--- config.mk ---
export PLATFORM = sky130hd
export DESIGN_NAME = dma_frame_ctrl
export DESIGN_NICKNAME = d
export VERILOG_FILES = /design/src/rtl/accel_pkg.sv /design/src/rtl/cycle_timer.sv /design/src/rtl/dma_frame_ctrl.sv
export SDC_FILE = /design/constraint.sdc
export NUM_CORES = 1
export LEC_CHECK = 0
export ABC_AREA = 1
export CAP_MARGIN = 20
export CORE_UTILIZATION = 55
export DETAILED_ROUTE_END_ITERATION = 8
export GPL_ROUTABILITY_DRIVEN = 0
export PLACE_DENSITY_LB_ADDON = 0.15
export SYNTH_ARGS = -nofsm -noshare
export SYNTH_HDL_FRONTEND = slang
export SYNTH_SLANG_ARGS = --single-unit
--- constraint.sdc ---
create_clock -name clk -period 4.15 [get_ports clk]
set_clock_uncertainty 0.2 [all_clocks]
set_input_delay 0.415 -clock clk [delete_from_list [all_inputs] [get_ports clk]]
set_output_delay 0.415 -clock clk [all_outputs]
set_load 0.03 [all_outputs]
--- src/rtl/accel_pkg.sv ---
// Shared definitions for the editing-accelerator controllers: frame FSM states,
// error codes and counter sizing.
package accel_pkg;

    localparam int CNT_W     = 10;
    localparam int FRAME_MAX = 800;
    localparam int TIMEOUT   = 4096;

    typedef enum logic [1:0] {
        ST_IDLE,
        ST_LOAD,
        ST_WAIT_OUT,
        ST_DONE
    } frame_state_e;

    localparam logic [1:0] ERR_NONE    = 2'b00;
    localparam logic [1:0] ERR_LEN     = 2'b01;
    localparam logic [1:0] ERR_TLAST   = 2'b10;
    localparam logic [1:0] ERR_TIMEOUT = 2'b11;

    // A frame length is legal when it is in 1..max_len.
    function automatic logic len_ok(input logic [CNT_W-1:0] len, input int max_len);
        return (len != '0) && (32'(len) <= max_len);
    endfunction

endpackage

--- src/rtl/cycle_timer.sv ---
// Down-counting watchdog: load sets the count, enable decrements, expire flags
// the last enabled cycle before the count would pass zero.
module cycle_timer #(
    parameter int WIDTH = 12
) (
    input  logic             clk,
    input  logic             rstn,
    input  logic             load_i,
    input  logic [WIDTH-1:0] load_val_i,
    input  logic             en_i,
    output logic             expire_o
);

    logic [WIDTH-1:0] count_q;

    // NOTE: sequential state uses non-blocking assignments so every flop samples
    // the pre-edge values regardless of block ordering.
    always_ff @(posedge clk) begin
        if (!rstn) begin
            count_q <= '0;
        end else if (load_i) begin
            count_q <= load_val_i;
        end else if (en_i && (count_q != '0)) begin
            count_q <= count_q - 1'b1;
        end
    end

    assign expire_o = en_i && (count_q == '0);

endmodule

--- src/rtl/dma_frame_ctrl.sv ---
// Frame sequencer: loads one frame from MM2S into the core, then waits for the
// output buffer to drain to S2MM before allowing the next frame.
module dma_frame_ctrl #(
    parameter int FRAME_MAX = accel_pkg::FRAME_MAX,
    parameter int TIMEOUT   = accel_pkg::TIMEOUT
) (
    input  logic        clk,
    input  logic        rstn,
    input  logic        start,
    input  logic [9:0]  cfg_len,
    output logic        busy,
    output logic        done,
    output logic        err,
    output logic [1:0]  err_code,
    output logic [9:0]  out_words,
    input  logic        s_axis_tvalid,
    output logic        s_axis_tready,
    input  logic [31:0] s_axis_tdata,
    input  logic        s_axis_tlast,
    output logic        core_valid,
    output logic [31:0] core_data,
    output logic        core_last,
    input  logic        mon_tvalid,
    input  logic        mon_tready,
    input  logic        mon_tlast
);

    import accel_pkg::*;

    localparam int TMR_W = (TIMEOUT > 2) ? $clog2(TIMEOUT) : 1;

    frame_state_e     state_q, state_d;
    logic [CNT_W-1:0] len_q, len_d;
    logic [CNT_W-1:0] in_cnt_q, in_cnt_d;
    logic [CNT_W-1:0] out_cnt_q, out_cnt_d;
    logic [CNT_W-1:0] out_words_q, out_words_d;
    logic             err_q, err_d;
    logic [1:0]       err_code_q, err_code_d;
    logic             core_valid_q, core_valid_d;
    logic [31:0]      core_data_q, core_data_d;
    logic             core_last_q, core_last_d;

    logic tmr_load, tmr_en, tmr_expire;
    logic s_hs, m_hs, last_word;

    cycle_timer #(
        .WIDTH(TMR_W)
    ) u_watchdog (
        .clk        (clk),
        .rstn       (rstn),
        .load_i     (tmr_load),
        .load_val_i (TMR_W'(TIMEOUT - 1)),
        .en_i       (tmr_en),
        .expire_o   (tmr_expire)
    );

    assign s_hs      = (state_q == ST_LOAD) && s_axis_tvalid;
    assign m_hs      = mon_tvalid && mon_tready;
    assign last_word = (in_cnt_q == len_q - CNT_W'(1));

    always_ff @(posedge clk) begin
        if (!rstn) begin
            state_q      <= ST_IDLE;
            len_q        <= '0;
            in_cnt_q     <= '0;
            out_cnt_q    <= '0;
            out_words_q  <= '0;
            err_q        <= 1'b0;
            err_code_q   <= ERR_NONE;
            core_valid_q <= 1'b0;
            core_data_q  <= '0;
            core_last_q  <= 1'b0;
        end else begin
            state_q      <= state_d;
            len_q        <= len_d;
            in_cnt_q     <= in_cnt_d;
            out_cnt_q    <= out_cnt_d;
            out_words_q  <= out_words_d;
            err_q        <= err_d;
            err_code_q   <= err_code_d;
            core_valid_q <= core_valid_d;
            core_data_q  <= core_data_d;
            core_last_q  <= core_last_d;
        end
    end

    // NOTE: every signal driven here gets a default first, so no path can
    // leave one unassigned and infer a latch.
    always_comb begin
        state_d      = state_q;
        len_d        = len_q;
        in_cnt_d     = in_cnt_q;
        out_cnt_d    = out_cnt_q;
        out_words_d  = out_words_q;
        err_d        = err_q;
        err_code_d   = err_code_q;
        core_valid_d = 1'b0;
        core_data_d  = core_data_q;
        core_last_d  = 1'b0;
        tmr_load     = 1'b0;
        tmr_en       = 1'b0;

        case (state_q)
            ST_IDLE: begin
                if (start) begin
                    if (len_ok(cfg_len, FRAME_MAX)) begin
                        len_d      = cfg_len;
                        err_d      = 1'b0;
                        err_code_d = ERR_NONE;
                        in_cnt_d   = '0;
                        out_cnt_d  = '0;
                        state_d    = ST_LOAD;
                    end else begin
                        if (!err_q) err_code_d = ERR_LEN;
                        err_d = 1'b1;
                    end
                end
            end

            ST_LOAD: begin
                if (s_hs) begin
                    core_valid_d = 1'b1;
                    core_data_d  = s_axis_tdata;
                    if (last_word || s_axis_tlast) begin
                        core_last_d = 1'b1;
                        tmr_load    = 1'b1;
                        state_d     = ST_WAIT_OUT;
                        // Missing tlast on the final word or tlast before it.
                        if (last_word != s_axis_tlast) begin
                            if (!err_q) err_code_d = ERR_TLAST;
                            err_d = 1'b1;
                        end
                    end else begin
                        in_cnt_d = in_cnt_q + 1'b1;
                    end
                end
            end

            ST_WAIT_OUT: begin
                tmr_en = 1'b1;
                if (m_hs) out_cnt_d = out_cnt_q + 1'b1;
                if (m_hs && mon_tlast) begin
                    state_d = ST_DONE;
                end else if (tmr_expire) begin
                    if (!err_q) err_code_d = ERR_TIMEOUT;
                    err_d   = 1'b1;
                    state_d = ST_DONE;
                end
            end

            ST_DONE: begin
                out_words_d = out_cnt_q;
                state_d     = ST_IDLE;
            end

            default: state_d = ST_IDLE;
        endcase
    end

    assign busy          = (state_q != ST_IDLE);
    assign done          = (state_q == ST_DONE);
    assign s_axis_tready = (state_q == ST_LOAD);
    assign err           = err_q;
    assign err_code      = err_code_q;
    assign out_words     = out_words_q;
    assign core_valid    = core_valid_q;
    assign core_data     = core_data_q;
    assign core_last     = core_last_q;

endmodule

==> flow_summary.toml, run 1 <==
[clock_network]
ctsResizeCount = 0
post_cts_buffers = 0
numCtsBuffers = 9
cts_tree = "done"
clkSinkCount = 91
clk_path_buf_depth = 2
cts_htree_levels = 3
ctsRootBufferMaster = "clkbuf_8"
clk_latency_ps = 350
hold_buffers = 0
clk_pin_slew_ps = 90

[route]
first_pass_iters = 5
totalWireLength_mm = 11.6
drc = 0
viasPerCell = 5.31
postRouteAntennaNets = 0
drt-initial-drc-count = 225
wl_per_cell_um = 13.3
vias = 4628

[global_routing]
grt_pass1_wl_mm = 19.2
grt_max_degree = 65
track_usage = 0.273
grt_pass1_vias = 4500
grt_antenna_before_repair = 0
gr-total-overflow = 0

[timing]
period_share = 0.759
relSlewSlack = 0.370
grt_setup_unrepaired = "no"
period_minus_slack_ps = 3150
max_freq_ghz = 0.318
fin_tns_setup_ps = 0
setup_viol = 0
hold_viol_final = 0
final_max_slew_viol_count = 0
worstMarginPinSlew_ps = 944

[worst_setup_path]
cp.arrival_ps = 3240
cp_num_buf_inv = 1
critPathMostFrequentCell = "nand2_1"
cp.required_ps = 4240
worstSetupPathType = "reg2reg"
worst_path_max_delay_cell = "o22ai_1"
critPathLaunchType = "flip-flop"
cpPeakStageDelay_ps = 710
crit_chain = "inv_1 -> ha_1 -> xnor2_1 -> xor2_1 -> nand2_1 -> nor2_1 -> nand2_1 -> nor2_1 -> nand3_1 -> ha_1 -> nand2_1 -> o22ai_1 -> nand3_2 -> nand2_1 -> nand2_1 -> nor2_1"
critPathMaxFanout = 12
critPathCaptureType = "flip-flop"
crit_family = "simple AND/OR/NAND/NOR gates"

[logic_synthesis]
syn_avg_cell_area_um2 = 6.76
yosys.area_share.simple = 0.325
synthCells = 680
ys_types = 32
synth_top_family_by_area = "simple AND/OR/NAND/NOR gates"
netlist_area_um2 = 4600
yosys_register_bits = 91
synthMuxAreaShare = 0
synth-adder-area-share = 0.0245
synthesis.nets = 739
synth_compound_area_frac = 0.132
yosys_warnings = 0
synthXorXnorAreaFrac = 0.0343
ys_seq_area_frac = 0.396

[job]
cap_violations = 0

[power_and_ir_drop]
report.power.total_w = 0.00373
leakage_nw = 2.35
p_sw_w = 0.00166
power.share.clock = 0.164
power_frac_comb = 0.507
p_int_w = 0.00206
ir_drop_mv = 0.321
powerDensity_nw_per_um2 = 644
switching_share = 0.447
pwr-share-seq = 0.328

[placed_design]
io_buffers = 99
place_area_um2 = 5590
hpwlAfterDp_mm = 8.40

[layout]
fin_nets = 824
final_area_um2 = 5790
final_cell_mix = "nor2_1 (134), nand2_1 (132), clkdlybuf4s50_1 (98)"
final_common_cell = "nor2_1"
num_antenna_cells = 0
drive_gt1_frac = 0.0506
area_delta_synth_final_pct = 25.9

[outcome]
status = "completed"

[floorplanning]
die_w_um = 93.4
rows = 32
io_pins = 100
core-area_um2 = 7890
die_h_um = 93.4
die_area_um2 = 8730
initial_core_util = 0.583

[hold_path]
min_path_type = "reg2reg"
routing by layer:
metal / part of all wire / up-vias / GRT usage
met5: 0 / - / 0
met4: 0.014 / 0 / 0.105
met3: 0.060 / 17 / 0.0634
met2: 0.51 / 133 / 0.491
met1: 0.42 / 2131 / 0.311
li1: - / 2347 / -
synthesized netlist by cell type:
master | number | share of area
ha_1 | 9 | 0.025
nor2_4 | 2 | 0.0049
nor2_1 | 134 | 0.11
nand3_2 | 2 | 0.0044
dfxtp_1 | 91 | 0.40
xnor2_1 | 7 | 0.013
clkinv_1 | 1 | 0.00082
inv_1 | 66 | 0.054
o21bai_1 | 2 | 0.0033
nand2_1 | 132 | 0.11
buf_6 | 3 | 0.0074
nor3b_1 | 2 | 0.0033
o21bai_2 | 1 | 0.0025
inv_2 | 2 | 0.0016
buf_2 | 5 | 0.0054
nand2_2 | 3 | 0.0041
clkbuf_1 | 15 | 0.012
nand4_1 | 20 | 0.027
nor2_2 | 3 | 0.0041
o21ai_0 | 64 | 0.070
nor3_1 | 5 | 0.0054
o22ai_1 | 1 | 0.0014
xor2_1 | 11 | 0.021
buf_1 | 2 | 0.0016
nand3_1 | 38 | 0.041
or2_2 | 2 | 0.0027
nand2_4 | 3 | 0.0074
a31oi_1 | 1 | 0.0014
o21a_1 | 1 | 0.0016
buf_4 | 3 | 0.0049
a21oi_1 | 48 | 0.052
nand4_2 | 1 | 0.0027
power groups by stage:
stage | Combinational [W] | Clock (W) | Sequential (W)
CTS | 0.00188 | 0.000622 | 0.00122
global route | 0.00210 | 0.000654 | 0.00125
finish | 0.00189 | 0.000612 | 0.00122
global placement | 0.00181 | 0 | 0.00123
detailed placement | 0.00187 | 0 | 0.00124
floorplan | 0.00120 | 0 | 0.00141
path summary, 6_finish.rpt:
kind / cells after the start / slack, ps / endpoint / start
max: 16 / 1000 / in_cnt_q[1]$_SDFFE_PN0P_ / len_q[0]$_SDFFE_PN0P_
min: 2 / 260 / len_q[9]$_SDFFE_PN0P_ / len_q[9]$_SDFFE_PN0P_
max reg2reg: 16 / 1000 / in_cnt_q[1]$_SDFFE_PN0P_ / len_q[0]$_SDFFE_PN0P_
min reg2reg: 2 / 260 / len_q[9]$_SDFFE_PN0P_ / len_q[9]$_SDFFE_PN0P_
final cells by class:
cell class	count	area, µm²
clock buffers	10	138
clock inverters	6	63.8
fillers	646	2100
inverters	69	259
multi-input cells	492	2370
flip-flops and latches	91	1820
well taps	102	128
repair buffers	102	1010
flip-flops by register name, indices dropped and copies added (netlist names), 2 cells and up:
register	count
core_data	32
err_code	2
in_cnt_q	10
len_q	10
out_cnt_q	10
out_words	10
state_q	2
u_watchdog.count_q	12
logic make-up (layout without fill, tap and decap cells):
logic type	count (synthesis)	after routing
xor+xnor	18	18
flops	91	91
fa+ha+maj	9	9
compound gates	118	118
buf+inv	97	187
simple gates	347	347
per-stage QoR:
step,utilization,worst slack [ps],cells,hold slack (ps)
final,0.734,1000,872,263
after global routing,0.734,693,872,298
after CTS,0.734,1040,872,266
after detailed placement,0.708,1060,856,253
after global placement,0.708,1240,856,253
after floorplan,-,1720,680,236
worst min-delay path: stages (launching register included):
cell,delay [ps]
dfxtp_1,330
inv_1,50
a21oi_1,50
(Power assumes the default switching activity.)
==> inputs of run 2 (changes only) <==
--- a/config.mk
+++ b/config.mk
@@ -7,7 +7,7 @@
 export LEC_CHECK = 0
 export ABC_AREA = 1
 export CAP_MARGIN = 20
-export CORE_UTILIZATION = 55
+export CORE_UTILIZATION = 46
 export DETAILED_ROUTE_END_ITERATION = 8
 export GPL_ROUTABILITY_DRIVEN = 0
 export PLACE_DENSITY_LB_ADDON = 0.15
==> constraint.sdc (replaced) <==
create_clock -name clk -period 2.7 [get_ports clk]
set_clock_uncertainty 0.2 [all_clocks]
set_input_delay 0.27 -clock clk [delete_from_list [all_inputs] [get_ports clk]]
set_output_delay 0.27 -clock clk [all_outputs]
set_load 0.03 [all_outputs]
==> run 2 against run 1 <==
Total power increased by 59%. Sequential cell count unchanged. Global-route usage down 4.4 points. Non-clock buffer count rose by 10. Register-to-register slack got worse by 790 ps. First-iteration DRC count shrank 31%. Clock-buffer cell count unchanged. Maximum frequency rose by 27%. Worst setup slack got worse by 790 ps. Die area grew 19%. Cell count rose by 4.7%. Sequential power increased by 53%. Critical path type unchanged. Largest power group unchanged. Highest routed layer unchanged.
==> flow_summary.toml, run 2 (synthesis gave the netlist of run 1 again) <==
[route]
first_pass_iters = 5
drc = 0
totalWireLength_mm = 11.5
viasPerCell = 5.00
wl_per_cell_um = 12.6
drt-initial-drc-count = 156
vias = 4568
postRouteAntennaNets = 0

[placed_design]
io_buffers = 99
place_ws_ps = 5.05
place_area_um2 = 5690
hpwlAfterDp_mm = 8.40
dpl.cell_count = 895

[worst_setup_path]
rrSetupSlack_ps = 210
r2r_start = "len_q[1]$_SDFFE_PN0P_"
critPathMaxFanout = 5
worstReg2RegEnd = "u_watchdog.count_q[10]$_SDFFE_PN0P_"
worst_path_max_delay_cell = "dfxtp_1"
critPathCaptureType = "flip-flop"
crit_chain = "inv_2 -> ha_4 -> xnor2_1 -> nor2_1 -> o21ai_0 -> a21oi_1 -> nand2_1 -> nor2_1 -> nand3_1 -> ha_2 -> nor2_1 -> clkinv_1 -> buf_4 -> nand3_1 -> nand2_1 -> a21oi_1"
critPathLaunchType = "flip-flop"
cp.arrival_ps = 2580
cp.required_ps = 2790
critPathMostFrequentCell = "nor2_1"
worstSetupPathType = "reg2reg"
cpPeakStageDelay_ps = 370
reg2regPathDepth = 16

[hold_path]
hold_end = "core_valid$_SDFF_PN0_"
hp-start = "rstn"
min_path_type = "in2reg"
hold_path_depth = 3

[global_routing]
grt_pass1_wl_mm = 18.6
track_usage = 0.229
grt_antenna_before_repair = 0
grt_pass1_vias = 4131
gr-total-overflow = 0
grt_max_degree = 64

[power_and_ir_drop]
ir_drop_mv = 0.537
powerDensity_nw_per_um2 = 992
leakage_nw = 2.42

[timing]
whs_ps = 187
worst_slack_ps = 212
relSlewSlack = 0.606
setup_viol = 0
period_minus_slack_ps = 2490
max_freq_ghz = 0.402
worstMarginPinSlew_ps = 591
fin_tns_setup_ps = 0
final_max_slew_viol_count = 0
grt_setup_unrepaired = "yes"
hold_viol_final = 0
period_share = 0.922

[clock_network]
numCtsBuffers = 9
clk_latency_ps = 370
cts_tree = "done"
cts_htree_levels = 3
clk_pin_slew_ps = 90
clkSinkCount = 91
ctsRootBufferMaster = "clkbuf_8"
clk_path_buf_depth = 2

[layout]
drive_gt1_frac = 0.0769
fin_nets = 834
finalNonFillerCells = 913
area_delta_synth_final_pct = 29.9
final_common_cell = "nor2_1"
final_cell_mix = "nor2_1 (134), nand2_1 (130), clkdlybuf4s50_1 (98)"
final_area_um2 = 5970
num_antenna_cells = 0
largest_reg_flops = 32

[floorplanning]
initial_core_util = 0.472
io_pins = 100
rows = 36
die_w_um = 102
core-area_um2 = 9730
die_h_um = 102
die_area_um2 = 10400

[job]
cap_violations = 0

[outcome]
status = "completed"
[run 2: changes by cell type in the layout (fill, tap and decap cells not counted), sizes merged]
cell and change:
inv -1, buf +10, bufinv +1
[run 2: area by class of cell]
type,instances,area [µm²]
fillers,919,3760
multi-input cells,492,2410
flip-flops and latches,91,1820
repair buffers,112,1080
inverters,69,259
well taps,133,166
clock buffers,10,138
clock inverters,6,88.8
[run 2: worst max-delay path: cells and delay by family, from the launching register on]
kind	cells	cell delay, ps
adders and majority gates	2	440
buffers and inverters	3	410
and+or+nand+nor	7	560
xor gates and xnor gates	1	110
AOI/OAI and AO/OA	3	330
DFF	1	370
[run 2: where the power goes]
group	internal [W]	leakage, nW	total, W	switching (W)
clock network	0.000546	0.108	0.00104	0.000497
logic	0.00114	1.57	0.00300	0.00186
registers	0.00166	0.743	0.00187	0.000214
[run 2: how the worst max path moves through the flow]
stage	from	to	cells past startpoint
CTS	len_q[0]$_SDFFE_PN0P_	in_cnt_q[8]$_SDFFE_PN0P_	14
finish	len_q[1]$_SDFFE_PN0P_	u_watchdog.count_q[10]$_SDFFE_PN0P_	16
detailed placement	len_q[0]$_SDFFE_PN0P_	in_cnt_q[8]$_SDFFE_PN0P_	14
global route	len_q[3]$_SDFFE_PN0P_	in_cnt_q[4]$_SDFFE_PN0P_	15
floorplan	len_q[0]$_SDFFE_PN0P_	err$_SDFFE_PN0P_	16
global placement	len_q[0]$_SDFFE_PN0P_	err$_SDFFE_PN0P_	16
[run 2: routing by layer]
metal,track usage,vias to the layer above,share of wire
li1,-,2368,-
met1,0.278,2073,0.45
met2,0.388,104,0.48
met3,0.0458,23,0.048
met4,0.112,0,0.025
met5,0,-,0
[run 2: stage by stage]
step,util,total power [W]
6_report,0.613,0.00592
5_1_grt,0.613,0.00638
4_1_cts,0.608,0.00588
3_5_place_dp,0.584,0.00483
3_3_place_gp,0.584,0.00476
2_1_floorplan,-,0.00402
[run 2: timing repair]
action	4_1_cts	5_1_grt
resized for setup	0	13
setup endpoints to repair	0	27
buffers inserted	0	2
hold buffers	0	0
